<file path="config.mk">
export PLATFORM = sky130hd
export DESIGN_NAME = ex_stage
export DESIGN_NICKNAME = d
export VERILOG_FILES = /design/src/rtl/ex_pkg.sv /design/src/rtl/mul_iter.sv /design/src/rtl/ex_stage.sv
export SDC_FILE = /design/constraint.sdc
export NUM_CORES = 1
export LEC_CHECK = 0
export BUFFER_PORTS_ARGS = -buffer_cell sky130_fd_sc_hd__buf_2
export CAP_MARGIN = 15
export CORE_ASPECT_RATIO = 2
export CORE_MARGIN = 8
export CORE_UTILIZATION = 50
export CTS_CLUSTER_DIAMETER = 100
export DETAILED_ROUTE_END_ITERATION = 10
export PLACE_DENSITY = 0.75
export SYNTH_ARGS = -nofsm -noshare
export SYNTH_HDL_FRONTEND = slang
export SYNTH_SLANG_ARGS = --single-unit
</file>
<file path="constraint.sdc">
create_clock -name clk -period 9.6 [get_ports clk]
set_input_delay 0.96 -clock clk [delete_from_list [all_inputs] [get_ports clk]]
set_output_delay 0.96 -clock clk [all_outputs]
set_load 0.01 [all_outputs]
</file>
<file path="src/rtl/ex_pkg.sv">
// Shared definitions for the EX stage: ALU op encodings, multiplier FSM
// states, EX pipeline register layout and the single-cycle ALU function.
package ex_pkg;

  localparam int unsigned XLEN      = 32;
  localparam int unsigned RA_W      = 5;
  localparam int unsigned OP_W      = 4;
  localparam int unsigned SH_W      = 5;
  localparam int unsigned MUL_STEPS = 32;
  localparam int unsigned CNT_W     = $clog2(MUL_STEPS);

  typedef enum logic [OP_W-1:0] {
    OP_ADD  = 4'd0,
    OP_SUB  = 4'd1,
    OP_AND  = 4'd2,
    OP_OR   = 4'd3,
    OP_XOR  = 4'd4,
    OP_NOR  = 4'd5,
    OP_SLT  = 4'd6,
    OP_SLTU = 4'd7,
    OP_SLL  = 4'd8,
    OP_SRL  = 4'd9,
    OP_SRA  = 4'd10,
    OP_LUI  = 4'd11,
    OP_MUL  = 4'd12
  } alu_op_e;

  typedef enum logic [1:0] {
    ST_IDLE = 2'd0,
    ST_BUSY = 2'd1,
    ST_DONE = 2'd2
  } mul_state_e;

  typedef struct packed {
    logic            valid;
    logic            reg_we;
    logic            dmem_we;
    logic            s_byte;
    logic            s_wrd;
    logic [RA_W-1:0] wra;
    logic [XLEN-1:0] rd1;
    logic [XLEN-1:0] rd2;
    logic [XLEN-1:0] imm;
    logic            simm;
    alu_op_e         op;
  } ex_reg_t;

  // Single-cycle ALU result; MUL and the unused codes return 0 here.
  function automatic logic [XLEN-1:0] alu_calc(alu_op_e op, logic [XLEN-1:0] a,
                                               logic [XLEN-1:0] b);
    logic [XLEN-1:0] r;
    r = '0;
    case (op)
      OP_ADD:  r = a + b;
      OP_SUB:  r = a - b;
      OP_AND:  r = a & b;
      OP_OR:   r = a | b;
      OP_XOR:  r = a ^ b;
      OP_NOR:  r = ~(a | b);
      OP_SLT:  r = XLEN'($signed(a) < $signed(b));
      OP_SLTU: r = XLEN'(a < b);
      OP_SLL:  r = a << b[SH_W-1:0];
      OP_SRL:  r = a >> b[SH_W-1:0];
      OP_SRA:  r = XLEN'($signed(a) >>> b[SH_W-1:0]);
      OP_LUI:  r = b << 16;
      default: r = '0;
    endcase
    return r;
  endfunction

endpackage

</file>
<file path="src/rtl/mul_iter.sv">
// Iterative shift-add multiplier, one partial-product step per cycle,
// returning the low word of a*b. Compiled only when EX_MUL_EN is defined.
`ifdef EX_MUL_EN
module mul_iter
  import ex_pkg::*;
(
  input  logic        clk,
  input  logic        rstn,
  input  logic        start,
  input  logic [31:0] a,
  input  logic [31:0] b,
  output logic        busy,
  output logic        done,
  output logic [31:0] product
);

  mul_state_e      state_q, state_d;
  logic [CNT_W-1:0] cnt_q, cnt_d;
  logic [XLEN-1:0] mcand_q, mcand_d;
  logic [XLEN-1:0] mplier_q, mplier_d;
  logic [XLEN-1:0] prod_q, prod_d;

  // State and datapath registers; reset abandons any partial product.
  always_ff @(posedge clk) begin
    if (!rstn) begin
      state_q  <= ST_IDLE;
      cnt_q    <= '0;
      mcand_q  <= '0;
      mplier_q <= '0;
      prod_q   <= '0;
    end else begin
      state_q  <= state_d;
      cnt_q    <= cnt_d;
      mcand_q  <= mcand_d;
      mplier_q <= mplier_d;
      prod_q   <= prod_d;
    end
  end

  // Next state: load operands on start, one shift-add per BUSY cycle.
  always_comb begin
    state_d  = state_q;
    cnt_d    = cnt_q;
    mcand_d  = mcand_q;
    mplier_d = mplier_q;
    prod_d   = prod_q;
    case (state_q)
      ST_IDLE: begin
        if (start) begin
          state_d  = ST_BUSY;
          cnt_d    = '0;
          mcand_d  = a;
          mplier_d = b;
          prod_d   = '0;
        end
      end
      ST_BUSY: begin
        if (mplier_q[0]) prod_d = prod_q + mcand_q;
        mcand_d  = mcand_q << 1;
        mplier_d = mplier_q >> 1;
        cnt_d    = cnt_q + CNT_W'(1);
        if (cnt_q == CNT_W'(MUL_STEPS - 1)) state_d = ST_DONE;
      end
      ST_DONE: state_d = ST_IDLE;
      default: state_d = ST_IDLE;
    endcase
  end

  assign busy    = (state_q == ST_BUSY);
  assign done    = (state_q == ST_DONE);
  assign product = prod_q;

endmodule
`endif

</file>
<file path="src/rtl/ex_stage.sv">
// EX pipeline stage: EX register, single-cycle ALU and, with EX_MUL_EN
// defined, a 33-cycle-stall iterative MUL. Without EX_MUL_EN, op 12
// yields 0 and the stage never stalls.
module ex_stage
  import ex_pkg::*;
(
  input  logic        clk,
  input  logic        rstn,
  input  logic        i_EX_valid,
  input  logic        i_EX_regWe,
  input  logic        i_EX_dMemWe,
  input  logic        i_EX_sByte,
  input  logic        i_EX_sWRD,
  input  logic [4:0]  i_EX_WRA,
  input  logic [31:0] i_EX_rd1,
  input  logic [31:0] i_EX_rd2,
  input  logic [31:0] i_EX_imm,
  input  logic        i_EX_sImm,
  input  logic [3:0]  i_EX_aluOp,
  output logic        o_EX_stall,
  output logic        o_EX_regWe,
  output logic        o_EX_dMemWe,
  output logic        o_EX_sByte,
  output logic        o_EX_sWRD,
  output logic [4:0]  o_EX_WRA,
  output logic [31:0] o_EX_aluOut,
  output logic [31:0] o_EX_rd2
);

  ex_reg_t         ex_q, ex_d;
  logic            stall;
  logic [XLEN-1:0] opb;
  logic [XLEN-1:0] alu_out;

  // Next EX register contents; a bubble drops both write enables.
  always_comb begin
    ex_d         = '0;
    ex_d.valid   = i_EX_valid;
    ex_d.reg_we  = i_EX_valid & i_EX_regWe;
    ex_d.dmem_we = i_EX_valid & i_EX_dMemWe;
    ex_d.s_byte  = i_EX_sByte;
    ex_d.s_wrd   = i_EX_sWRD;
    ex_d.wra     = i_EX_WRA;
    ex_d.rd1     = i_EX_rd1;
    ex_d.rd2     = i_EX_rd2;
    ex_d.imm     = i_EX_imm;
    ex_d.simm    = i_EX_sImm;
    ex_d.op      = alu_op_e'(i_EX_aluOp);
  end

  // EX register: capture when not stalled, hold otherwise.
  always_ff @(posedge clk) begin
    if (!rstn)       ex_q <= '0;
    else if (!stall) ex_q <= ex_d;
  end

  assign opb = ex_q.simm ? ex_q.imm : ex_q.rd2;

`ifdef EX_MUL_EN
  logic            mul_start;
  logic            mul_busy;
  logic            mul_done;
  logic [XLEN-1:0] mul_prod;

  // A registered valid MUL starts the multiplier only from its idle state.
  assign mul_start = ex_q.valid && (ex_q.op == OP_MUL) && !mul_busy && !mul_done;
  assign stall     = mul_start | mul_busy;

  mul_iter u_mul (
    .clk     (clk),
    .rstn    (rstn),
    .start   (mul_start),
    .a       (ex_q.rd1),
    .b       (opb),
    .busy    (mul_busy),
    .done    (mul_done),
    .product (mul_prod)
  );

  // Result select: MUL reads the multiplier, everything else the ALU.
  always_comb begin
    alu_out = alu_calc(ex_q.op, ex_q.rd1, opb);
    if (ex_q.op == OP_MUL) alu_out = mul_prod;
  end
`else
  assign stall = 1'b0;

  // Result select: single-cycle ALU only.
  always_comb begin
    alu_out = alu_calc(ex_q.op, ex_q.rd1, opb);
  end
`endif

  // MEM-facing outputs; write enables are masked while stalled.
  assign o_EX_stall  = stall;
  assign o_EX_regWe  = ex_q.valid & ex_q.reg_we & ~stall;
  assign o_EX_dMemWe = ex_q.valid & ex_q.dmem_we & ~stall;
  assign o_EX_sByte  = ex_q.s_byte;
  assign o_EX_sWRD   = ex_q.s_wrd;
  assign o_EX_WRA    = ex_q.wra;
  assign o_EX_aluOut = alu_out;
  assign o_EX_rd2    = ex_q.rd2;

endmodule

</file>
==> run_results.csv <==
group,metric,value,unit
logic_synthesis,synth_ff_type,"dfxtp_1",
logic_synthesis,synth_top_cell_area_share,17.5,%
cts,ctsResizeCount,0,
power_and_ir_drop,ir_drop,180,uV
sta,rsz0062_at_grt,"no",
drt,drt-initial-drc-count,1972,
finish,fillers,2540,
outcome,outcome,"completed",
cts,cts_hold_buf,0,
cts,postCtsSetupBuffers,0,
cts,path_clk_slew,90,ps
flow_run,drv_cap,0,
floorplanning,initial_core_util,50.7,%
power_and_ir_drop,p_per_area,121,nW/um^2
drt,viasPerCell,6.62,
cts,ctsLongestPathBuffers,2,
sta,maxSlewViolCount,0,
cts,numClockSinks,111,
drt,first_pass_iters,6,
placement,dp_hpwl,46.4,mm
global_route,grt-ovfl-total,0,
critical_path,crit_arrival,5890,ps
logic_synthesis,ys_seq_area_share,17.5,%
sta,final.min_clock_period,6850,ps
worst_hold_path,hold_class,"primary input to register",
placement,placed_cell_area,13500,sq um
logic_synthesis,synth_top_area_cell,"dfxtp_1",
sta,hold_violations,0,
logic_synthesis,synth_area,12700,sq um
floorplanning,io_pins,187,
cts,root_buffer,"clkbuf_16",
global_route,antenna_found_initial,1,
sta,tightestPinTransition,1210,ps
placement,gp_congestion,1.03,
logic_synthesis,synth_seq_cells,111,
logic_synthesis,syn_avg_cell_area,7.15,sq um
finish,final_nets,2056,
cts,cts_tree,"done",
critical_path,cp-start-kind,"register",
logic_synthesis,ys_warn_count,0,
sta,setup_viol,0,
logic_synthesis,postSynthCellCount,1773,
logic_synthesis,synth_area_leaders,"dfxtp_1, ha_1, mux2i_1, and2_1, a21oi_1",
global_route,grt_pass1_vias,14092,
logic_synthesis,ys_top_cells_by_count,"nand2_1, nor2_1, a21oi_1",
critical_path,path_class,"register to output port",
drt,drc_errors,0,
finish,fin_area,13800,sq um
floorplanning,die_y,241,um
drt,wirelength,59.5,mm
logic_synthesis,yosysMostFrequentCell,"nand2_1",
critical_path,required,8640,ps
power_and_ir_drop,power.leakage,6.12,nW
sta,slew_headroom,18.0,%
sta,setup-tns-final,0,ps
drt,vias,14457,
drt,routedWlPerCell,27.3,um
placement,io_buffers,185,
cts,cts-htree-levels,3,
cts,numCtsBuffers,9,
logic_synthesis,synth_edf_count,0,
global_route,grt_pass1_wl,87.7,mm
logic_synthesis,syn_nets,1986,
critical_path,cp-end-kind,"output port",
finish,syn_to_final_growth,8.99,%
floorplanning,coreArea,25000,sq um
drt,antenna_left,0,
global_route,grt_usage,37.9,%
logic_synthesis,ys_types,80,
sta,max_freq,0.146,GHz
floorplanning,row_count,82,
sta,period_share,71.3,%
floorplanning,die_area,31000,sq um
critical_path,crit_fanout,58,
logic_synthesis,async_flop_share,0,%
finish,drive_above_1_share,16.0,%
global_route,grt_max_degree,73,
floorplanning,die-width,129,um
[kinds of logic after synthesis]
group | synth area share [%]
fa+ha+maj | 9.98
compound gates | 29.0
other cells | 0.0296
xor+xnor | 0.414
buf+inv | 9.41
mux | 10.5
flops | 17.5
simple gates | 23.2
[final cells by class]
type	instances	area (sq um)	share of cell area, %
tap	336	420	3.04
timing repair buffer	219	1180	8.55
antenna	1	2.50	0.0181
multi-input combinational	1403	9320	67.4
sequential	111	2220	16.1
clock buffer	9	225	1.63
inverter	99	374	2.71
clock inverter	7	77.6	0.561
[metal layers]
layer / wire length (um) / track usage, % / share of wire (%)
met5: 0 / 0 / 0
met4: 5090 / 28.7 / 8.6
met3: 4910 / 7.74 / 8.3
met2: 29000 / 65.2 / 49
met1: 20600 / 40.1 / 35
[cells in the final DEF, fill, tap and decap left out, types with 12 or more instances in the layout]
cell type	netlist	routed
a211oi_1	27	27
a21o_1	14	14
a21oi_1	142	142
a221oi_1	26	26
a31oi_1	25	25
and2_1	115	115
buf_2	28	185
buf_4	43	34
dfxtp_1	111	110
ha_1	98	98
inv_1	95	95
mux2i_1	89	86
mux4_2	13	13
nand2_1	184	183
nand2b_1	12	12
nand3_1	46	46
nor2_1	172	171
nor3_1	40	39
o211ai_1	36	36
o21ai_0	129	129
o221ai_1	16	16
o22ai_1	23	23
o31ai_1	14	14
[path summary, 6_finish.rpt]
check / start / slack, ps / cells after the start / end
max: ex_q[4] / 2760 / 17 / o_EX_aluOut[0]
min: i_EX_imm[31] / 780 / 2 / ex_q[36]
[flip-flops by register name, summed over array words and instances (netlist names)]
signal      count
o_EX_sByte      1
o_EX_sWRD       1
ex_q           72
o_EX_WRA        5
o_EX_rd2       32
[metrics by stage]
stage / total power, W / util, % / setup slack [ps] / hold WS, ps / cells
2_1_floorplan: 0.00102 / - / 4660 / 1080 / 1773
3_5_place_dp: 0.00127 / 54.0 / 3310 / 1170 / 2168
4_1_cts: 0.00166 / 55.2 / 2890 / 762 / 2184
3_3_place_gp: 0.00126 / 54.0 / 3380 / 1160 / 2168
6_report: 0.00167 / 55.2 / 2760 / 779 / 2185
5_1_grt: 0.00175 / 55.2 / 2570 / 773 / 2185
[where the power goes]
group          switching, W  internal (W)  leakage (nW)  total, W
Clock              0.000197      0.000188         0.152  0.000385
Sequential        0.0000345      0.000485         0.925  0.000519
Combinational      0.000504      0.000264          5.05  0.000767
[critical path: stages (launching register included)]
cell,delay (ps)
dfxtp_2,310
buf_4,500
mux2i_4,320
buf_4,570
inv_2,400
ha_1,350
fa_1,430
o21bai_1,230
nand2_1,110
o2111ai_1,150
a21oi_2,170
o41a_4,490
o31ai_4,300
a221o_4,270
a21oi_1,100
o41ai_2,400
o211ai_1,180
buf_2,180
Note: power is estimated with default switching activity, not from simulation.
